`src/rtl/poly_envelope_generator_if.sv`:
```
// Sample-strobe, per-voice control and amplitude bundle for the polyphonic
// envelope generator.
interface poly_envelope_generator_if #(
  parameter int VOICES  = 4,
  parameter int BITSIZE = 16
);
  logic                      sample_tick;
  logic [VOICES-1:0]         gate;
  logic [4*VOICES-1:0]       a;
  logic [4*VOICES-1:0]       d;
  logic [4*VOICES-1:0]       s;
  logic [4*VOICES-1:0]       r;
  logic [BITSIZE*VOICES-1:0] amplitude;
  logic                      out_valid;
  logic                      busy;
  logic                      overrun;

  modport master (
    output sample_tick, gate, a, d, s, r,
    input  amplitude, out_valid, busy, overrun
  );

  modport slave (
    input  sample_tick, gate, a, d, s, r,
    output amplitude, out_valid, busy, overrun
  );
endinterface

```
`src/rtl/poly_envelope_generator.sv`:
```
// N-voice ADSR envelope generator: one shared datapath walks the voices once
// per sample tick and publishes all amplitudes together when the pass ends.
//
// state      | meaning
// -----------+--------------------------------------------------------
// ST_IDLE    | silent, accumulator held at 0, waiting for a gate rise
// ST_ATTACK  | ramping up by step(a) until full scale
// ST_DECAY   | ramping down by step(d) toward the sustain level
// ST_SUSTAIN | holding the (live) sustain level while gate is high
// ST_RELEASE | ramping down by step(r) toward 0 after gate fell
module poly_envelope_generator #(
  parameter int VOICES           = 4,
  parameter int BITSIZE          = 16,
  parameter int ACCUMULATOR_BITS = 26,
  parameter bit RETRIGGER_ZERO   = 1'b0
) (
  input  logic                        clk,
  input  logic                        reset_n,
  poly_envelope_generator_if.slave    env
);

  localparam int AB = ACCUMULATOR_BITS;
  localparam int IW = (VOICES > 1) ? $clog2(VOICES) : 1;
  localparam logic [AB:0] MAX_W    = {1'b0, {AB{1'b1}}};
  localparam logic [AB:0] STEP_ONE = (AB+1)'(1) << (AB - 1);

  typedef enum logic [2:0] {
    ST_IDLE    = 3'd0,
    ST_ATTACK  = 3'd1,
    ST_DECAY   = 3'd2,
    ST_SUSTAIN = 3'd3,
    ST_RELEASE = 3'd4
  } env_state_t;

  logic [AB-1:0]             acc_q [VOICES];
  env_state_t                st_q  [VOICES];
  logic [VOICES-1:0]         prev_q;
  logic                      busy_q;
  logic [IW-1:0]             idx_q;
  logic [BITSIZE*VOICES-1:0] amp_q;
  logic                      out_valid_q;
  logic                      overrun_q;

  logic                      g;
  logic                      rise;
  logic [3:0]                code_a, code_d, code_s, code_r;
  logic [AB:0]               step_a, step_d, step_r;
  logic [AB:0]               sus;
  logic [AB:0]               cur;
  logic [AB:0]               sum_a;
  logic [AB:0]               rt_sum;
  logic [AB-1:0]             acc_nxt;
  env_state_t                st_nxt;
  logic [BITSIZE-2:0]        snap_hi [VOICES];
  logic [BITSIZE*VOICES-1:0] snap;

  always_comb begin
    g       = env.gate[idx_q];
    rise    = g & ~prev_q[idx_q];
    code_a  = env.a[4*idx_q +: 4];
    code_d  = env.d[4*idx_q +: 4];
    code_s  = env.s[4*idx_q +: 4];
    code_r  = env.r[4*idx_q +: 4];
    step_a  = STEP_ONE >> code_a;
    step_d  = STEP_ONE >> code_d;
    step_r  = STEP_ONE >> code_r;
    sus     = (code_s == 4'hF) ? MAX_W : {1'b0, code_s, {(AB-4){1'b0}}};
    cur     = {1'b0, acc_q[idx_q]};
    sum_a   = cur + step_a;
    // A retrigger takes its first attack step immediately, like a rise from idle.
    rt_sum  = (RETRIGGER_ZERO ? '0 : cur) + step_a;
    st_nxt  = st_q[idx_q];
    acc_nxt = acc_q[idx_q];

    unique case (st_q[idx_q])
      ST_IDLE: begin
        if (rise) begin
          st_nxt  = ST_ATTACK;
          acc_nxt = step_a[AB-1:0];
        end else begin
          acc_nxt = '0;
        end
      end
      ST_ATTACK: begin
        if (!g) begin
          st_nxt = ST_RELEASE;
        end else if (sum_a >= MAX_W) begin
          st_nxt  = ST_DECAY;
          acc_nxt = MAX_W[AB-1:0];
        end else begin
          acc_nxt = sum_a[AB-1:0];
        end
      end
      ST_DECAY: begin
        if (!g) begin
          st_nxt = ST_RELEASE;
        end else if (cur <= sus + step_d) begin
          st_nxt  = ST_SUSTAIN;
          acc_nxt = sus[AB-1:0];
        end else begin
          acc_nxt = acc_q[idx_q] - step_d[AB-1:0];
        end
      end
      ST_SUSTAIN: begin
        if (!g) st_nxt = ST_RELEASE;
        else    acc_nxt = sus[AB-1:0];
      end
      ST_RELEASE: begin
        if (rise) begin
          st_nxt  = ST_ATTACK;
          acc_nxt = (rt_sum >= MAX_W) ? MAX_W[AB-1:0] : rt_sum[AB-1:0];
        end else if (cur <= step_r) begin
          st_nxt  = ST_IDLE;
          acc_nxt = '0;
        end else begin
          acc_nxt = acc_q[idx_q] - step_r[AB-1:0];
        end
      end
      default: begin
        st_nxt  = ST_IDLE;
        acc_nxt = '0;
      end
    endcase
  end

  // Snapshot includes the voice being written in the final cycle of the pass.
  always_comb begin
    snap = '0;
    for (int j = 0; j < VOICES; j++) begin
      snap_hi[j] = (IW'(j) == idx_q) ? acc_nxt[AB-1 -: BITSIZE-1]
                                     : acc_q[j][AB-1 -: BITSIZE-1];
      snap[j*BITSIZE +: BITSIZE] = {1'b0, snap_hi[j]};
    end
  end

  always_ff @(posedge clk or negedge reset_n) begin
    if (!reset_n) begin
      for (int j = 0; j < VOICES; j++) begin
        acc_q[j] <= '0;
        st_q[j]  <= ST_IDLE;
      end
      prev_q      <= '0;
      busy_q      <= 1'b0;
      idx_q       <= '0;
      amp_q       <= '0;
      out_valid_q <= 1'b0;
      overrun_q   <= 1'b0;
    end else begin
      out_valid_q <= 1'b0;
      if (busy_q) begin
        if (env.sample_tick) overrun_q <= 1'b1;
        acc_q[idx_q]  <= acc_nxt;
        st_q[idx_q]   <= st_nxt;
        prev_q[idx_q] <= g;
        if (idx_q == IW'(VOICES - 1)) begin
          busy_q      <= 1'b0;
          out_valid_q <= 1'b1;
          amp_q       <= snap;
          idx_q       <= '0;
        end else begin
          idx_q <= idx_q + 1'b1;
        end
      end else if (env.sample_tick) begin
        busy_q <= 1'b1;
        idx_q  <= '0;
      end
    end
  end

  assign env.amplitude = amp_q;
  assign env.out_valid = out_valid_q;
  assign env.busy      = busy_q;
  assign env.overrun   = overrun_q;

endmodule

```
`src/flat_wrapper.sv`:
```
// flat-port wrapper written by rule: the top's interface ports become plain ports
module poly_envelope_generator_flat 
#(
  parameter int VOICES           = 4,
  parameter int BITSIZE          = 16,
  parameter int ACCUMULATOR_BITS = 26,
  parameter bit RETRIGGER_ZERO   = 1'b0
)
  (clk, reset_n, env_sample_tick, env_gate, env_a, env_d, env_s, env_r, env_amplitude, env_out_valid, env_busy, env_overrun);
  poly_envelope_generator_if #(.VOICES(VOICES), .BITSIZE(BITSIZE)) env_i ();
  input  logic clk;
  input  logic reset_n;
  input wire logic [$bits(env_i.sample_tick)-1:0] env_sample_tick;
  input wire logic [$bits(env_i.gate)-1:0] env_gate;
  input wire logic [$bits(env_i.a)-1:0] env_a;
  input wire logic [$bits(env_i.d)-1:0] env_d;
  input wire logic [$bits(env_i.s)-1:0] env_s;
  input wire logic [$bits(env_i.r)-1:0] env_r;
  output wire logic [$bits(env_i.amplitude)-1:0] env_amplitude;
  output wire logic [$bits(env_i.out_valid)-1:0] env_out_valid;
  output wire logic [$bits(env_i.busy)-1:0] env_busy;
  output wire logic [$bits(env_i.overrun)-1:0] env_overrun;
  assign env_i.sample_tick = env_sample_tick;
  assign env_i.gate = env_gate;
  assign env_i.a = env_a;
  assign env_i.d = env_d;
  assign env_i.s = env_s;
  assign env_i.r = env_r;
  assign env_amplitude = env_i.amplitude;
  assign env_out_valid = env_i.out_valid;
  assign env_busy = env_i.busy;
  assign env_overrun = env_i.overrun;
  poly_envelope_generator #(.VOICES(VOICES), .BITSIZE(BITSIZE), .ACCUMULATOR_BITS(ACCUMULATOR_BITS), .RETRIGGER_ZERO(RETRIGGER_ZERO)) u_core (.clk(clk), .reset_n(reset_n), .env(env_i));
endmodule
```
`config.mk`:
```
export PLATFORM = sky130hd
export DESIGN_NAME = poly_envelope_generator_flat
export DESIGN_NICKNAME = d
export VERILOG_FILES = /design/src/rtl/poly_envelope_generator_if.sv /design/src/rtl/poly_envelope_generator.sv /design/src/flat_wrapper.sv
export SDC_FILE = /design/constraint.sdc
export NUM_CORES = 1
export LEC_CHECK = 0
export CAP_MARGIN = 20
export CORE_MARGIN = 2
export CORE_UTILIZATION = 59
export CTS_CLUSTER_DIAMETER = 50
export DETAILED_ROUTE_END_ITERATION = 7
export GPL_TIMING_DRIVEN = 0
export HOLD_SLACK_MARGIN = 0.08
export PLACE_DENSITY = 0.79
export SLEW_MARGIN = 20
export SYNTH_ARGS = -nofsm -noshare
export SYNTH_HDL_FRONTEND = slang
export SYNTH_SLANG_ARGS = --single-unit
```
`constraint.sdc`:
```
create_clock -name clk -period 8.5 [get_ports clk]
set_clock_uncertainty 0.15 [all_clocks]
set_input_delay 0.85 -clock clk [delete_from_list [all_inputs] [get_ports clk]]
set_output_delay 0.85 -clock clk [all_outputs]
set_load 0.01 [all_outputs]
```
Word-level counts from Yosys, hierarchy flattened --
Cells that the tools add are included.
Word-level totals: register bits 185, bits of input ports 71, output and inout bits 67, logic and storage cells 102
Operators by class: $add $sub $neg 5, magnitude comparators 7, equality and inequality tests 9, shift-type cells 7, muxes and demuxes 50, bitwise gates (word level) 3, reduce and logical (&&, ||, !) cells 7
Operators by type and width (number):
- 26-bit 2-to-1 mux | 12
- 26-bit one-hot mux with 5 select lines | 1
- 104-bit bitwise mux | 1
- 26-bit by 4-bit >> shifter with 27-bit output, first input constant | 3
- 16-bit by 5-bit indexed part select with 4-bit output | 4
- 15-bit 2-to-1 mux | 4
- 26-bit by 27-bit less-or-equal comparator with 1-bit output | 2
- 26-bit binary-select mux with 2-bit select | 1
- 26-bit demux with 2-bit select | 1
- 26-bit subtractor | 2
- 3-bit 2-to-1 mux | 11
- 26-bit by 27-bit adder with 27-bit output | 1
- 27-bit adder | 1
- 27-bit by 26-bit >= comparator with 1-bit output, second input constant | 1
- 3-bit one-hot mux with 5 select lines | 1
- 12-bit bitwise mux | 1
- 1-bit 2-to-1 mux | 8
- 3-bit binary-select mux with 2-bit select | 1
- 3-bit demux with 2-bit select | 1
- 3-bit by 2-bit == test with 1-bit output, second input constant | 2
- 2-bit 2-to-1 mux | 3
- 1-bit binary-select mux with 2-bit select | 2
- 4-bit bitwise mux | 1
- 2-bit == test, first input constant | 2
- other kinds (19) | 21

Logic depth before layout (Yosys ltp) --
depth after elaboration 10, depth in mapped cells 31, mapped depth without buffers 26

Worst setup path before layout --
Ideal clock, no wire load.
path type reg2reg, from register u_core.idx_q[0], to register u_core.amp_q[24], in the netlist u_core.env.amplitude[24], library setup time 0.118 ns, arrival time 6.957 ns, data required time 8.232 ns, path slack 1.275 ns, stages on the path, launching flop included 29, buffers on the path 3, clock period less this slack 7.225 ns, path through dfrtp_1 buf_4 buf_12 buf_2 mux4_2 nand4_1 inv_1 ha_1 fa_1 a211oi_1 o21bai_1 o41ai_1 nor2_1 a21oi_1 o21ai_0 a21o_1 a21oi_1 xor2_1 ha_1 a21oi_1 nor2b_1 a2111oi_0 o211ai_1 a21o_1 a21oi_1 a2111oi_0 a2111oi_2 a21oi_1 a21o_1
On the way: cells in the longest elaborated chain, start to end 10, elaborated cells on any way between the ends 47, those cells by class add/sub (4); order compare (3); eq/ne (7); shift (7); mux (21); bitwise (3); reduce/logical (2)
Ends and longest elaborated chain:
- from (decl) | RTL line poly_envelope_generator.sv:39 | logic [IW-1:0] idx_q;
- from (signal assigned) | RTL line poly_envelope_generator.sv:161 | idx_q <= idx_q + 1'b1;
- branches (longest 10 deep; another with 26-bit by 27-bit adder with 27-bit output)
- to (signal assigned) | RTL line poly_envelope_generator.sv:158 | amp_q <= snap;
- to (decl) | RTL line poly_envelope_generator.sv:40 | logic [BITSIZE*VOICES-1:0] amp_q;
Several ways; the timed one is not identified. The select of a mux whose other input is x is not followed. A chain may end at the register's enable or synchronous reset.

Worst setup path in the final report --
from register u_core.idx_q[1], to register u_core.amp_q[10], in the netlist u_core.env.amplitude[10]
Same word-level chain as after synthesis.

==> results_dict.tcl <==
set metrics [dict create \
    first_pass_iters 8 \
    grt_pass1_wl_mm 76.6 \
    worst-path-max-fanout 10 \
    setup.worst_path.class "flop to flop" \
    crit_path_start "u_core.idx_q[1]$_DFFE_PN0P_" \
    via_per_inst 6.88 \
    tightest_slew_ns 1.10 \
    min_period_ns 8.23 \
    vias 14000 \
    clkSinkCount 185 \
    ys_warn_count 0 \
    synth_cell_types 85 \
    cap_violations 0 \
    max_stage_delay_ns 0.53 \
    dp_hpwl_mm 37.8 \
    nets 1897 \
    start_util 0.603 \
    core_um2 22700 \
    grt_pass1_vias 13700 \
    netlist_area_um2 13700 \
    synth_edf_count 0 \
    gr-total-overflow 0 \
    path_common_cell "a21oi_1" \
    synth_flop_cell "dfrtp_1" \
    die_w_um 156 \
    dpl_worst_slack_ns -1.27 \
    seqCellArea_um2 4630 \
    crit_path_end_kind "flop" \
    drive_gt1_frac 0.0981 \
    root_buffer "clkbuf_16" \
    startpoint_type "flop" \
    numCtsBuffers 17 \
    reg2reg_from "u_core.idx_q[1]$_DFFE_PN0P_" \
    ant_nets 0 \
    yosysSeqAreaShare 0.338 \
    slowest_stage "o31ai_1" \
    rsz0062_at_grt "no" \
    fillCellCount 1733 \
    rows 55 \
    cts_tree "done" \
    synth_cells 1562 \
    outcome "finished clean" \
    grt_usage 0.414 \
    cts.reportedPaths.clkPinSlew_ns 0.08 \
    slew_headroom 0.265 \
    die_area_um2 24400 \
    fin_crit_sh 0.968 \
    ctsHtreeMaxLevel 4 \
    routedWlPerCell_um 24.9 \
    io_buffers 133 \
    fin_ws_ns 0.274 \
    required_ns 8.73 \
    worstPathArrival_ns 8.46 \
    drc 0 \
    chipHeight_um 156 \
    hold_buffers 0 \
    syn_area_per_cell_um2 8.77 \
    syn2layout_area_growth_pct 19.2 \
    wl_mm 50.5 \
    hold_viol_final 0 \
    drt_iter0_drc 1938 \
    report.final.slew_viol_count 0 \
    clockBufferDepth 2 \
    synth.ff_latch_count 185 \
    grt_max_degree 99 \
    multiInputGateArea_um2 8720 \
    fmax_mhz 122 \
    synthArstFlopShare 1.00 \
    setup_viol 0 \
    num_io_pins 138 \
    place.gp.congestion 1.05 \
    antenna_found_initial 1 \
    clk-insertion-delay-late_ns 0.44 \
    hold_class "input pin to asynchronous set/reset pin" \
]
-- stage by stage --
stage               cells  TNS (ns)   util  hold WS [ns]  area [um^2]
finish               2030         0  0.719         0.279        16300
global route         2029         0  0.719         0.327        16300
CTS                  2022         0  0.713         0.318        16200
detailed placement   1984   -141.74  0.680         0.298        15400
global placement     1983   -322.36  0.678         0.292        15400
floorplan            1565         0      -         0.295        13700
-- kinds of logic (layout without fill, tap and decap cells) --
kind of cell             Yosys count  count (layout)  synth area share
XOR/XNOR                          47              47            0.0301
AND/OR/NAND/NOR                  530             530             0.187
flip-flops                       185             185             0.338
buffers and inverters            120             299            0.0365
multiplexers                      55              55            0.0833
other                              1               5          0.000274
adder cells (fa/ha/maj)           95              95            0.0879
AO/OA/AOI/OAI                    529             529             0.237
-- cell type report --
cell class              instances  area share
multi-input cells            1260       0.534
flip-flops and latches        185       0.284
repair buffers                147      0.0926
clock buffers                  18      0.0269
plain buffers                  80      0.0223
well taps                     285      0.0218
inverters                      40     0.00943
clock inverters                14     0.00897
diodes                          1    0.000153
-- worst max-delay path: cells and delay by family (launching register included) --
family / cells / cell delay [ns]
flops: 1 / 0.38
buf+inv: 7 / 1.63
xor+xnor: 1 / 0.20
simple gates: 5 / 0.65
fa+ha+maj: 3 / 0.91
compound gates: 15 / 3.82
mux: 1 / 0.42
-- state kept, by name (all words and copies together), names as in the netlist --
name	cells
u_core.env.out_valid	1
u_core.acc_q	104
u_core.st_q	12
u_core.env.busy	1
u_core.idx_q	2
u_core.env.overrun	1
u_core.prev_q	4
u_core.env.amplitude	60
-- synthesized netlist by cell type (8+ instances only) --
cell type  count  area, um^2
a31oi_1       28         175
nand2_1      171         642
or3_1         21         131
o211ai_1      11        82.6
ha_1          93        1160
nand3_1       19        95.1
inv_1         40         150
clkbuf_1      62         233
mux4_2        47        1060
and3_1        12        75.1
a21oi_1      150         751
nor3_1        38         190
a211oi_1      15         113
o21bai_1       8        60.1
nand4_1       15        93.8
o21ai_0      180         901
nand2b_1      13        81.3
nor3b_1       26         195
nor2b_1       19         119
o21ai_1       11        55.1
nor2_1       144         541
and2_1        12        75.1
dfrtp_1      185        4630
xnor2_1       21         184
xor2_1        26         228
or2_2         15        93.8
o21a_1         9        67.6
a21o_1        30         225
-- layer usage --
layer  part of all wire  global-route usage  up-vias
li1                   -                   -     6115
met1               0.37               0.521     6637
met2               0.45               0.648      976
met3               0.12               0.107      244
met4              0.064               0.242        0
met5                  0                   0        -
-- worst paths after layout --
kind | end | slack [ns] | depth (start not counted)
setup / recovery | u_core.env.amplitude[10]$_DFFE_PN0P_ | 0.27 | 32
hold / removal | u_core.env.amplitude[58]$_DFFE_PN0P_ | 0.28 | 1
setup reg to reg | u_core.env.amplitude[10]$_DFFE_PN0P_ | 0.27 | 32
hold reg to reg | u_core.env.overrun$_DFFE_PN0P_ | 0.31 | 1
max in group asynchronous | u_core.env.amplitude[0]$_DFFE_PN0P_ | 7.03 | 2
min in group clk | u_core.env.overrun$_DFFE_PN0P_ | 0.31 | 1
-- repair_timing --
action,4_1_cts,5_1_grt
setup buffers,6,6
endpoints found under the hold margin,0,0
pin swaps,5,4
endpoints found under the setup margin,168,152
resized for setup,24,14
-- layout by cell type (no fill, tap or decap), types with 17 or more instances in the layout --
cell / Yosys / layout
mux4_2: 47 / 47
clkdlybuf4s50_1: 0 / 132
nand3_1: 19 / 19
a21o_1: 30 / 30
xnor2_1: 21 / 21
xor2_1: 26 / 26
nor2_1: 144 / 142
or3_1: 21 / 21
o21ai_0: 180 / 179
a21oi_1: 150 / 147
clkbuf_16: 0 / 17
clkbuf_1: 62 / 60
ha_1: 93 / 93
dfrtp_1: 185 / 185
inv_1: 40 / 39
nor3b_1: 26 / 26
a31oi_1: 28 / 27
nand2_1: 171 / 171
nor3_1: 38 / 37
nor2b_1: 19 / 19
Power is not shown: default switching activity piles up to over one toggle a cycle in this logic, so the estimate is an artifact.
